### config.mk
export PLATFORM = sky130hd
export DESIGN_NAME = sprite_compositor
export DESIGN_NICKNAME = d
export VERILOG_FILES = /design/src/rtl/sprite_pkg.sv /design/src/rtl/sprite_box_test.sv /design/src/rtl/sprite_compositor.sv
export SDC_FILE = /design/constraint.sdc
export NUM_CORES = 1
export LEC_CHECK = 0
export BUFFER_PORTS_ARGS = -buffer_cell sky130_fd_sc_hd__buf_2
export CAP_MARGIN = 40
export CORE_MARGIN = 3
export CORE_UTILIZATION = 25
export CTS_BUF_LIST = sky130_fd_sc_hd__clkbuf_8
export DETAILED_ROUTE_END_ITERATION = 16
export HOLD_SLACK_MARGIN = 0.03
export PLACE_DENSITY_LB_ADDON = 0.2
export SYNTH_ARGS = -nofsm -noshare
export SYNTH_HDL_FRONTEND = slang
export SYNTH_SLANG_ARGS = --single-unit
### constraint.sdc
create_clock -name Clk -period 5.2 [get_ports Clk]
set_input_delay 1.04 -clock Clk [delete_from_list [all_inputs] [get_ports Clk]]
set_output_delay 1.04 -clock Clk [all_outputs]
set_load 0.03 [all_outputs]
### src/rtl/sprite_pkg.sv
// rtl/sprite_pkg.sv - slot layout, field offsets and slot structs for the sprite compositor
package sprite_pkg;

   localparam int SLOT_W    = 32;
   localparam int COORD_W   = 10;
   localparam int STATE_W   = 6;
   localparam int OFF_W     = 6;

   // Bit offsets of each field inside one 32-bit slot of state_in
   localparam int X_LSB     = 0;
   localparam int Y_LSB     = 10;
   localparam int EN_BIT    = 20;
   localparam int STATE_LSB = 21;

   // Full slot as it appears on state_in
   typedef struct packed {
      logic [4:0]         rsvd;
      logic [STATE_W-1:0] state;
      logic               en;
      logic [COORD_W-1:0] y;
      logic [COORD_W-1:0] x;
   } slot_t;

   // Fields actually held in the shadow registers
   typedef struct packed {
      logic [STATE_W-1:0] state;
      logic               en;
      logic [COORD_W-1:0] y;
      logic [COORD_W-1:0] x;
   } sprite_t;

endpackage

### src/rtl/sprite_box_test.sv
// rtl/sprite_box_test.sv - one slot's bounding-box coverage test
module sprite_box_test
   import sprite_pkg::*;
#(
   parameter int SPRITE_W = 40,
   parameter int SPRITE_H = 40
) (
   input  logic [COORD_W-1:0] x,
   input  logic [COORD_W-1:0] y,
   input  logic               en,
   input  logic [COORD_W-1:0] draw_x,
   input  logic [COORD_W-1:0] draw_y,
   output logic               inbox
);

   // Bounds are one bit wider than coordinates so a box near 1023 does not wrap to column 0
   logic [COORD_W:0] hi_x;
   logic [COORD_W:0] hi_y;

   // Pixel is inside when x <= draw_x < x+W and y <= draw_y < y+H
   always_comb begin
      hi_x  = {1'b0, x} + (COORD_W+1)'(SPRITE_W);
      hi_y  = {1'b0, y} + (COORD_W+1)'(SPRITE_H);
      inbox = en
            && ({1'b0, draw_x} >= {1'b0, x}) && ({1'b0, draw_x} < hi_x)
            && ({1'b0, draw_y} >= {1'b0, y}) && ({1'b0, draw_y} < hi_y);
   end

endmodule

### src/rtl/sprite_compositor.sv
// rtl/sprite_compositor.sv - two-stage sprite hit pipeline with frame-latched slots and collision map
module sprite_compositor
   import sprite_pkg::*;
#(
   parameter  int NUM_SPRITES = 10,
   parameter  int SPRITE_W    = 40,
   parameter  int SPRITE_H    = 40,
   parameter  int H_VIS       = 640,
   parameter  int V_VIS       = 480,
   localparam int IDX_W       = $clog2(NUM_SPRITES)
) (
   input  logic                          Clk,
   input  logic                          Reset_n,
   input  logic                          frame_clk,
   input  logic [COORD_W-1:0]            DrawX,
   input  logic [COORD_W-1:0]            DrawY,
   input  logic [NUM_SPRITES*SLOT_W-1:0] state_in,
   output logic                          hit,
   output logic [IDX_W-1:0]              hit_idx,
   output logic [OFF_W-1:0]              off_x,
   output logic [OFF_W-1:0]              off_y,
   output logic [STATE_W-1:0]            hit_state,
   output logic [NUM_SPRITES-1:0]        collide,
   output logic                          collide_valid
);

   logic                   frame_q, frame_d;
   logic                   frame_edge;
   sprite_t                shadow_q [NUM_SPRITES];
   sprite_t                shadow_d [NUM_SPRITES];

   logic [NUM_SPRITES-1:0] inbox_c;
   logic [NUM_SPRITES-1:0] inbox_q, inbox_d;
   logic [COORD_W-1:0]     s1_x_q [NUM_SPRITES];
   logic [COORD_W-1:0]     s1_x_d [NUM_SPRITES];
   logic [COORD_W-1:0]     s1_y_q [NUM_SPRITES];
   logic [COORD_W-1:0]     s1_y_d [NUM_SPRITES];
   logic [STATE_W-1:0]     s1_st_q [NUM_SPRITES];
   logic [STATE_W-1:0]     s1_st_d [NUM_SPRITES];
   logic [COORD_W-1:0]     draw_x_q, draw_x_d;
   logic [COORD_W-1:0]     draw_y_q, draw_y_d;
   logic                   vis_q, vis_d;

   logic [IDX_W-1:0]       win;
   logic [NUM_SPRITES-1:0] contrib;
   logic                   hit_q, hit_d;
   logic [IDX_W-1:0]       hit_idx_q, hit_idx_d;
   logic [OFF_W-1:0]       off_x_q, off_x_d;
   logic [OFF_W-1:0]       off_y_q, off_y_d;
   logic [STATE_W-1:0]     hit_state_q, hit_state_d;
   logic [NUM_SPRITES-1:0] acc_q, acc_d;
   logic [NUM_SPRITES-1:0] collide_q, collide_d;
   logic                   collide_valid_q, collide_valid_d;

   // Reserved slot bits carry no meaning here
   logic unused_state_in;
   assign unused_state_in = ^state_in;

   // Falling edge of vsync: high last cycle, low now
   assign frame_edge = frame_q & ~frame_clk;

   // Frame latch: slots are only taken from state_in on a frame edge, so a frame never tears
   always_comb begin
      frame_d = frame_clk;
      for (int i = 0; i < NUM_SPRITES; i++) begin
         shadow_d[i] = shadow_q[i];
         if (frame_edge) begin
            shadow_d[i].x     = state_in[i*SLOT_W + X_LSB +: COORD_W];
            shadow_d[i].y     = state_in[i*SLOT_W + Y_LSB +: COORD_W];
            shadow_d[i].en    = state_in[i*SLOT_W + EN_BIT];
            shadow_d[i].state = state_in[i*SLOT_W + STATE_LSB +: STATE_W];
         end
      end
   end

   for (genvar g = 0; g < NUM_SPRITES; g++) begin : g_box
      sprite_box_test #(
         .SPRITE_W (SPRITE_W),
         .SPRITE_H (SPRITE_H)
      ) u_box (
         .x      (shadow_q[g].x),
         .y      (shadow_q[g].y),
         .en     (shadow_q[g].en),
         .draw_x (DrawX),
         .draw_y (DrawY),
         .inbox  (inbox_c[g])
      );
   end

   // Stage 1: capture per-slot coverage plus the slot fields stage 2 needs, so a shadow update in between cannot skew the winner
   always_comb begin
      inbox_d  = inbox_c;
      draw_x_d = DrawX;
      draw_y_d = DrawY;
      vis_d    = ({1'b0, DrawX} < (COORD_W+1)'(H_VIS)) && ({1'b0, DrawY} < (COORD_W+1)'(V_VIS));
      for (int i = 0; i < NUM_SPRITES; i++) begin
         s1_x_d[i]  = shadow_q[i].x;
         s1_y_d[i]  = shadow_q[i].y;
         s1_st_d[i] = shadow_q[i].state;
      end
   end

   // Stage 2: lowest-index winner, offsets, and collision accumulation across the frame
   always_comb begin
      win = '0;
      for (int i = NUM_SPRITES-1; i >= 0; i--) begin
         if (inbox_q[i]) win = IDX_W'(i);
      end
      hit_d       = |inbox_q;
      hit_idx_d   = '0;
      off_x_d     = '0;
      off_y_d     = '0;
      hit_state_d = '0;
      if (hit_d) begin
         hit_idx_d   = win;
         off_x_d     = OFF_W'(draw_x_q - s1_x_q[win]);
         off_y_d     = OFF_W'(draw_y_q - s1_y_q[win]);
         hit_state_d = s1_st_q[win];
      end
      contrib = (vis_q && ($countones(inbox_q) >= 2)) ? inbox_q : '0;
      // A contribution landing on the frame edge belongs to the frame that is just starting
      acc_d           = frame_edge ? contrib : (acc_q | contrib);
      collide_d       = frame_edge ? acc_q : collide_q;
      collide_valid_d = frame_edge;
   end

   // State registers; reset empties every slot and forgets any partial collision data
   always_ff @(posedge Clk or negedge Reset_n) begin
      if (!Reset_n) begin
         frame_q         <= 1'b1;
         inbox_q         <= '0;
         draw_x_q        <= '0;
         draw_y_q        <= '0;
         vis_q           <= 1'b0;
         hit_q           <= 1'b0;
         hit_idx_q       <= '0;
         off_x_q         <= '0;
         off_y_q         <= '0;
         hit_state_q     <= '0;
         acc_q           <= '0;
         collide_q       <= '0;
         collide_valid_q <= 1'b0;
         for (int i = 0; i < NUM_SPRITES; i++) begin
            shadow_q[i] <= '0;
            s1_x_q[i]   <= '0;
            s1_y_q[i]   <= '0;
            s1_st_q[i]  <= '0;
         end
      end else begin
         frame_q         <= frame_d;
         inbox_q         <= inbox_d;
         draw_x_q        <= draw_x_d;
         draw_y_q        <= draw_y_d;
         vis_q           <= vis_d;
         hit_q           <= hit_d;
         hit_idx_q       <= hit_idx_d;
         off_x_q         <= off_x_d;
         off_y_q         <= off_y_d;
         hit_state_q     <= hit_state_d;
         acc_q           <= acc_d;
         collide_q       <= collide_d;
         collide_valid_q <= collide_valid_d;
         for (int i = 0; i < NUM_SPRITES; i++) begin
            shadow_q[i] <= shadow_d[i];
            s1_x_q[i]   <= s1_x_d[i];
            s1_y_q[i]   <= s1_y_d[i];
            s1_st_q[i]  <= s1_st_d[i];
         end
      end
   end

   assign hit           = hit_q;
   assign hit_idx       = hit_idx_q;
   assign off_x         = off_x_q;
   assign off_y         = off_y_q;
   assign hit_state     = hit_state_q;
   assign collide       = collide_q;
   assign collide_valid = collide_valid_q;

endmodule

==> flow_summary.ini, run 1 <==
[global_route]
grt_use_total_pct = 17.52
grt_util_met3_pct = 3.039
grt_first_pass_wirelength_um = 150100
met2_usage_pct = 28.70
grtUsageMet1_pct = 23.67
busiest_layer = met2
grt_max_degree = 125
grt-ovfl-total = 0
grt_pass1_vias = 22610
antenna_found_initial = 21

[logic_synthesis]
synth_edf_count = 0
ys_seq_area_share_pct = 46.18
yosys.cell_types.count = 59
synthesis.area_um2 = 28070
yosysTopAreaCellShare_pct = 46.08
async_flop_share_pct = 100.0
ys.warnings.count = 0
synth_top_area_cell = dfrtp_1
syn_nets = 3573
syn_avg_cell_area_um2 = 9.854
synthTopCellsByArea = dfrtp_1 46%, ha_1 17%, nand2_1 8.0%
synth_flop_cell = dfrtp_1
synthCells = 2849
ys_ff_latch = 518

[timing]
fmax_mhz = 234.5
postLayoutSetupSlackWorst_ns = 0.9351
max_slew_margin_pct = 41.94
post-route-period-util_pct = 82.02
whs_ns = 0.3454
rsz0062_at_grt = no
post-route-min-period_ns = 4.265
final_max_slew_viol_count = 0
hold_viol = 0
tns_ns = 0
skew_ns = 0.04887
worst_pin_slew_ns = 0.8709
setup_viol = 0

[setup_path]
cp-startpoint = inbox_q[8]$_DFF_PN0_
cp_num_buf_inv = 0
worstSetupPathDepth = 13
worstPathCellList = nand2b_1 -> a221o_1 -> a21o_2 -> mux4_2 -> a221oi_1 -> ha_1 -> nor2b_1 -> o21ai_0 -> a21boi_0 -> or4b_2 -> nand3_1 -> nand2_1 -> mux2i_1
reg2reg_slack_ns = 0.94
path_max_fanout = 16
r2r-start = inbox_q[8]$_DFF_PN0_
endpoint = off_x[5]$_DFF_PN0_
crit_path_end_kind = flip-flop
crit_family = compound AO/OA/AOI/OAI gates
startpoint_type = flip-flop
reg2reg_depth = 13
cpMaxStageDelayCell = or4b_2
max_stage_delay_ns = 0.64
crit_required_ns = 5.87
worstPathArrival_ns = 4.94
r2r-end = off_x[5]$_DFF_PN0_
path_class = reg -> reg

[die]
pin_count = 377
coreArea_um2 = 111100
die_area_um2 = 116300
die_y_um = 341.1
die_w_um = 341.1
start_util_pct = 25.26
rows = 122

[power_and_ir_drop]
p_leak_nw = 16.74
ir_drop_mv = 0.1719
p_total_w = 0.01295
power.density_nw_per_um2 = 379.5

[clock_tree]
post_cts_buffers = 0
ctsRootBufferMaster = clkbuf_8
clock_latency_ns = 0.76
cts_tree = built
hold_buffers = 0
cts.clk_slew.worst_paths_ns = 0.07
cts_resized = 0
clk_path_buf_depth = 3
ctsHtreeMaxLevel = 3
cts_buffers = 101
cts_sinks = 518

[flow_run]
maxCapViolations = 0

[finish]
nets = 3976
n_fill_cell = 11840
drive_gt1_share_pct = 17.32
areaGrowthSynthToFinish_pct = 21.60
layout_common_cells = 601 x nand2_1, 517 x dfrtp_1, 373 x ha_1
postLayoutCellArea_um2 = 34140
layout_commonest_cell = nand2_1

[route]
drc = 0
dr.pass1.iters = 5
wirelength_um = 102500
antenna_left = 0
vias_per_cell = 4.535
drt_iter0_markers = 1189
vias = 21940
wire_per_inst_um = 21.20

[hold_path]
min_path_type = in -> async

[placed_design]
port-buffer-count = 326
placed_area_um2 = 31840
gp_congestion = 0.8327
dp_hpwl_um = 77500
place_ws_ns = 0.9561

[status]
status = complete, no violations
==> state kept, by name, summed over array words and instances (netlist names), 4 cells and up <==
register	cells
draw_x_q	6
s1_st_q	60
inbox_q	10
off_y	6
s1_x_d	100
off_x	6
shadow_q	10
draw_y_q	6
s1_st_d	60
acc_q	10
s1_x_q	60
s1_y_q	60
s1_y_d	100
hit_state	6
hit_idx	4
collide	10
==> synth_stat cells, types with 7 or more instances <==
cell type and instances:
nand2_1 601, dfrtp_1 517, ha_1 373, o21ai_0 287, inv_1 248, a21oi_1 114
xnor2_1 82, clkbuf_1 78, a21o_1 43, nor2_1 35, a211oi_1 31, nor2b_1 31
nand2b_1 29, o21a_1 29, nor3_1 27, o2111ai_1 24, o211ai_1 23, xor2_1 22
and3_1 21, nand3_1 21, a311oi_1 18, a2111oi_0 17, nand4_1 17, mux4_2 15
mux2i_1 14, nor4_1 12, o21bai_1 12, a22o_1 10, a221oi_1 9, a31oi_1 9
fa_1 8, or3_1 8, o22ai_1 7
==> kinds of logic (layout without fill, tap and decap cells) <==
kind of cell	count (synthesis)	count (layout)	synth area share, %
DFF	518	518	46.18
adders and majority gates	381	381	17.19
AOI/OAI and AO/OA	662	662	14.55
muxes	30	30	1.796
buffers and inverters	339	827	4.671
other	0	13	0
xor gates and xnor gates	104	104	3.245
and+or+nand+nor	815	815	12.37
==> layout make-up <==
type | count | area, um^2 | share of cell area [%]
multi-input cells | 1992 | 13830 | 40.52
flip-flops and latches | 518 | 12960 | 37.98
repair buffers | 389 | 2231 | 6.535
well taps | 1488 | 1862 | 5.454
clock buffers | 126 | 1734 | 5.080
inverters | 250 | 945.9 | 2.771
clock inverters | 62 | 534.3 | 1.565
diodes | 13 | 32.53 | 0.09530
==> layer usage <==
| layer | up-vias | routed length [um] |
|---|---|---|
| met3 | 158 | 5970 |
| met2 | 529 | 47510 |
| met1 | 10550 | 46150 |
| met4 | 4 | 2892 |
| met5 | - | 20 |
| li1 | 10700 | - |
==> worst min path at each step <==
stage | cells after the start | to | slack [ns] | startpoint
4_1_cts | 1 | frame_q$_DFF_PN1_ | 0.30 | frame_clk
2_1_floorplan | 0 | s1_st_q[0]$_DFF_PN0_ | 0.35 | s1_st_d[0]$_DFFE_PN0P_
5_1_grt | 1 | frame_q$_DFF_PN1_ | 0.33 | frame_clk
3_3_place_gp | 0 | s1_st_q[51]$_DFF_PN0_ | 0.36 | s1_st_d[51]$_DFFE_PN0P_
3_5_place_dp | 0 | s1_st_q[28]$_DFF_PN0_ | 0.36 | s1_st_d[28]$_DFFE_PN0P_
6_report | 1 | s1_st_q[33]$_DFF_PN0_ | 0.35 | Reset_n
==> worst reg2reg max path: stages (launching register included) <==
cell and delay (ns):
dfrtp_1 0.44, nand2b_1 0.17, a221o_1 0.34, a21o_2 0.40, mux4_2 0.56, a221oi_1 0.52
ha_1 0.32, nor2b_1 0.12, o21ai_0 0.21, a21boi_0 0.17, or4b_2 0.64, nand3_1 0.11
nand2_1 0.05, mux2i_1 0.13
==> report_power, final <==
group | internal [W] | total [W] | leakage [nW] | switching (W)
Clock | 0.00261 | 0.00459 | 1.27 | 0.00198
Combinational | 0.00134 | 0.00342 | 9.01 | 0.00208
Sequential | 0.00455 | 0.00494 | 6.45 | 0.000386
Total | 0.00850 | 0.0130 | 16.7 | 0.00445
==> through the flow <==
stage / cells / util [%]
global placement: 4635 / 28.63
global route: 4826 / 30.69
CTS: 4825 / 30.69
detailed placement: 4637 / 28.65
finish: 4838 / 30.72
floorplan: 2849 / -
Note: power is estimated with default switching activity, not from simulation.
==> inputs of run 2 (changes only) <==
clock period = 3.5 ns   (was 5.2 ns; I/O delays follow)
==> run 2 against run 1 <==
  * Clock skew is 0.011 ns higher
  * Via count is 1.7% higher
  * Setup slack lost 0.91 ns
  * Register-to-register slack got worse by 0.91 ns
  * First-iteration DRC count rose by 6.0%
  * Sequential cell count is the same
  * Largest cell class unchanged
==> flow_summary.ini, run 2 (synthesized netlist as in run 1, its figures left out) <==
[route]
drt_iter0_markers = 1260
wire_per_inst_um = 21.37
drc = 0
antenna_left = 0
wirelength_um = 104500
vias = 22320
dr.pass1.iters = 5
vias_per_cell = 4.563

[timing]
skew_ns = 0.05965
postLayoutSetupSlackWorst_ns = 0.02415
hold_viol = 0
setup_viol = 0
post-route-min-period_ns = 3.476
tns_ns = 0
fmax_mhz = 287.7
rsz0062_at_grt = yes
worst_pin_slew_ns = 0.8859
final_max_slew_viol_count = 0
post-route-period-util_pct = 99.31
max_slew_margin_pct = 40.45

[finish]
final_cells = 4891
drive_gt1_share_pct = 19.18
regArea_um2 = 12960
nets = 4046
layout_commonest_cell = nand2_1
fin_util_pct = 31.30
layout_common_cells = 600 x nand2_1, 517 x dfrtp_1, 371 x ha_1
multi_input_area_um2 = 13940
areaGrowthSynthToFinish_pct = 23.90
n_fill_cell = 11730

[setup_path]
path_class = reg -> reg
startpoint_type = flip-flop
cpMaxStageDelayCell = or4b_4
worstPathCellList = nor2_1 -> a221o_1 -> a21o_4 -> buf_4 -> buf_4 -> mux4_2 -> a221oi_2 -> ha_1 -> a21boi_2 -> or4b_4 -> nand3_2 -> nand2_1 -> mux2i_1
path_max_fanout = 6
r2r-end = off_x[5]$_DFF_PN0_
r2r-start = inbox_q[7]$_DFF_PN0_
cp_num_buf_inv = 2
crit_family = compound AO/OA/AOI/OAI gates
max_stage_delay_ns = 0.49
crit_path_end_kind = flip-flop
reg2reg_depth = 13
worstSetupPathDepth = 13
crit_required_ns = 4.16
worstPathArrival_ns = 4.13
reg2reg_slack_ns = 0.02
worst_path_most_repeated_cell = buf_4

[clock_tree]
cts_buffers = 100
cts.clk_slew.worst_paths_ns = 0.07
clock_latency_ns = 0.73
cts_sinks = 518
ctsRootBufferMaster = clkbuf_8
clk_path_buf_depth = 3
cts_tree = built
ctsHtreeMaxLevel = 3

[global_route]
grt_pass1_vias = 23030
grt_first_pass_wirelength_um = 153300
grt_max_degree = 111
grt_use_total_pct = 17.81
antenna_found_initial = 9
grt-ovfl-total = 0

[die]
die_w_um = 341.1
pin_count = 377
coreArea_um2 = 111100
die_y_um = 341.1
die_area_um2 = 116300
start_util_pct = 25.26
rows = 122

[power_and_ir_drop]
p_leak_nw = 17.11
power.density_nw_per_um2 = 552.6
ir_drop_mv = 0.2734

[placed_design]
place_ws_ns = -0.1553
dp_hpwl_um = 81090
gp_congestion = 0.8412
port-buffer-count = 326
dp_cells = 4694

[hold_path]
holdCritStartpoint = state_in[249]
hold_depth = 3
min_path_type = in -> reg
min_to = s1_st_d[16]$_DFFE_PN0P_

[status]
status = complete, no violations

[flow_run]
maxCapViolations = 0
-- run 2: cell types whose count changed in the layout (fill, tap and decap cells not counted), moves of 7 or more --
cell and delta:
buf_12 +12, clkinv_2 -7, buf_4 +52, diode_2 -9
-- run 2: worst min-delay path, delay by kind of cell --
family | cells | cell delay, ns
buffers and inverters | 1 | 0.08
AND/OR/NAND/NOR | 2 | 0.09
-- run 2: worst max-delay path by stage --
stage | startpoint | to | slack [ns]
5_1_grt | inbox_q[7]$_DFF_PN0_ | off_y[5]$_DFF_PN0_ | -0.13
3_3_place_gp | inbox_q[0]$_DFF_PN0_ | acc_q[9]$_DFF_PN0_ | -0.16
4_1_cts | inbox_q[5]$_DFF_PN0_ | off_x[5]$_DFF_PN0_ | -0.005
6_report | inbox_q[7]$_DFF_PN0_ | off_x[5]$_DFF_PN0_ | 0.02
3_5_place_dp | inbox_q[0]$_DFF_PN0_ | acc_q[3]$_DFF_PN0_ | -0.16
2_1_floorplan | inbox_q[8]$_DFF_PN0_ | off_x[5]$_DFF_PN0_ | -0.02
-- run 2: timing repair --
action / 4_1_cts / 5_1_grt
hold endpoints to repair: 52 / 0
setup endpoints to repair: 12 / 12
cloned: 0 / 1
gates resized for setup: 7 / 20
buffers inserted: 1 / 9
hold buffers: 4 / 0
pin swaps: 6 / 9
-- run 2: where the power goes --
| group | internal [W] | leakage [nW] | switching, W |
|---|---|---|---|
| Sequential | 0.00677 | 6.45 | 0.000630 |
| Combinational | 0.00224 | 9.44 | 0.00315 |
| Clock | 0.00362 | 1.21 | 0.00282 |
-- run 2: metal layers --
metal	vias to the layer above	track usage, %	wire (um)
li1	10830	-	-
met4	6	3.952	1721
met1	10900	24.19	48250
met3	103	2.845	4977
met5	-	0	42
met2	476	29.80	49510
-- run 2: per-stage QoR --
stage                     hold slack, ns  power (W)  cell area (um^2)
final                             0.1621    0.01922             34780
after CTS                        0.08106    0.01943             34640
after detailed placement          0.3577    0.01279             32420
after floorplan                   0.3535    0.01054             28120
after global placement            0.3559    0.01275             32420
after global routing              0.1321    0.02052             34780
-- run 2: layout make-up --
class,instances,area share (%)
diodes,4,0.02878
clock inverters,49,0.9712
well taps,1488,5.353
repair inverters,1,0.02158
inverters,250,2.730
flip-flops and latches,518,37.27
repair buffers,459,8.406
clock buffers,130,5.144
multi-input cells,1992,40.08
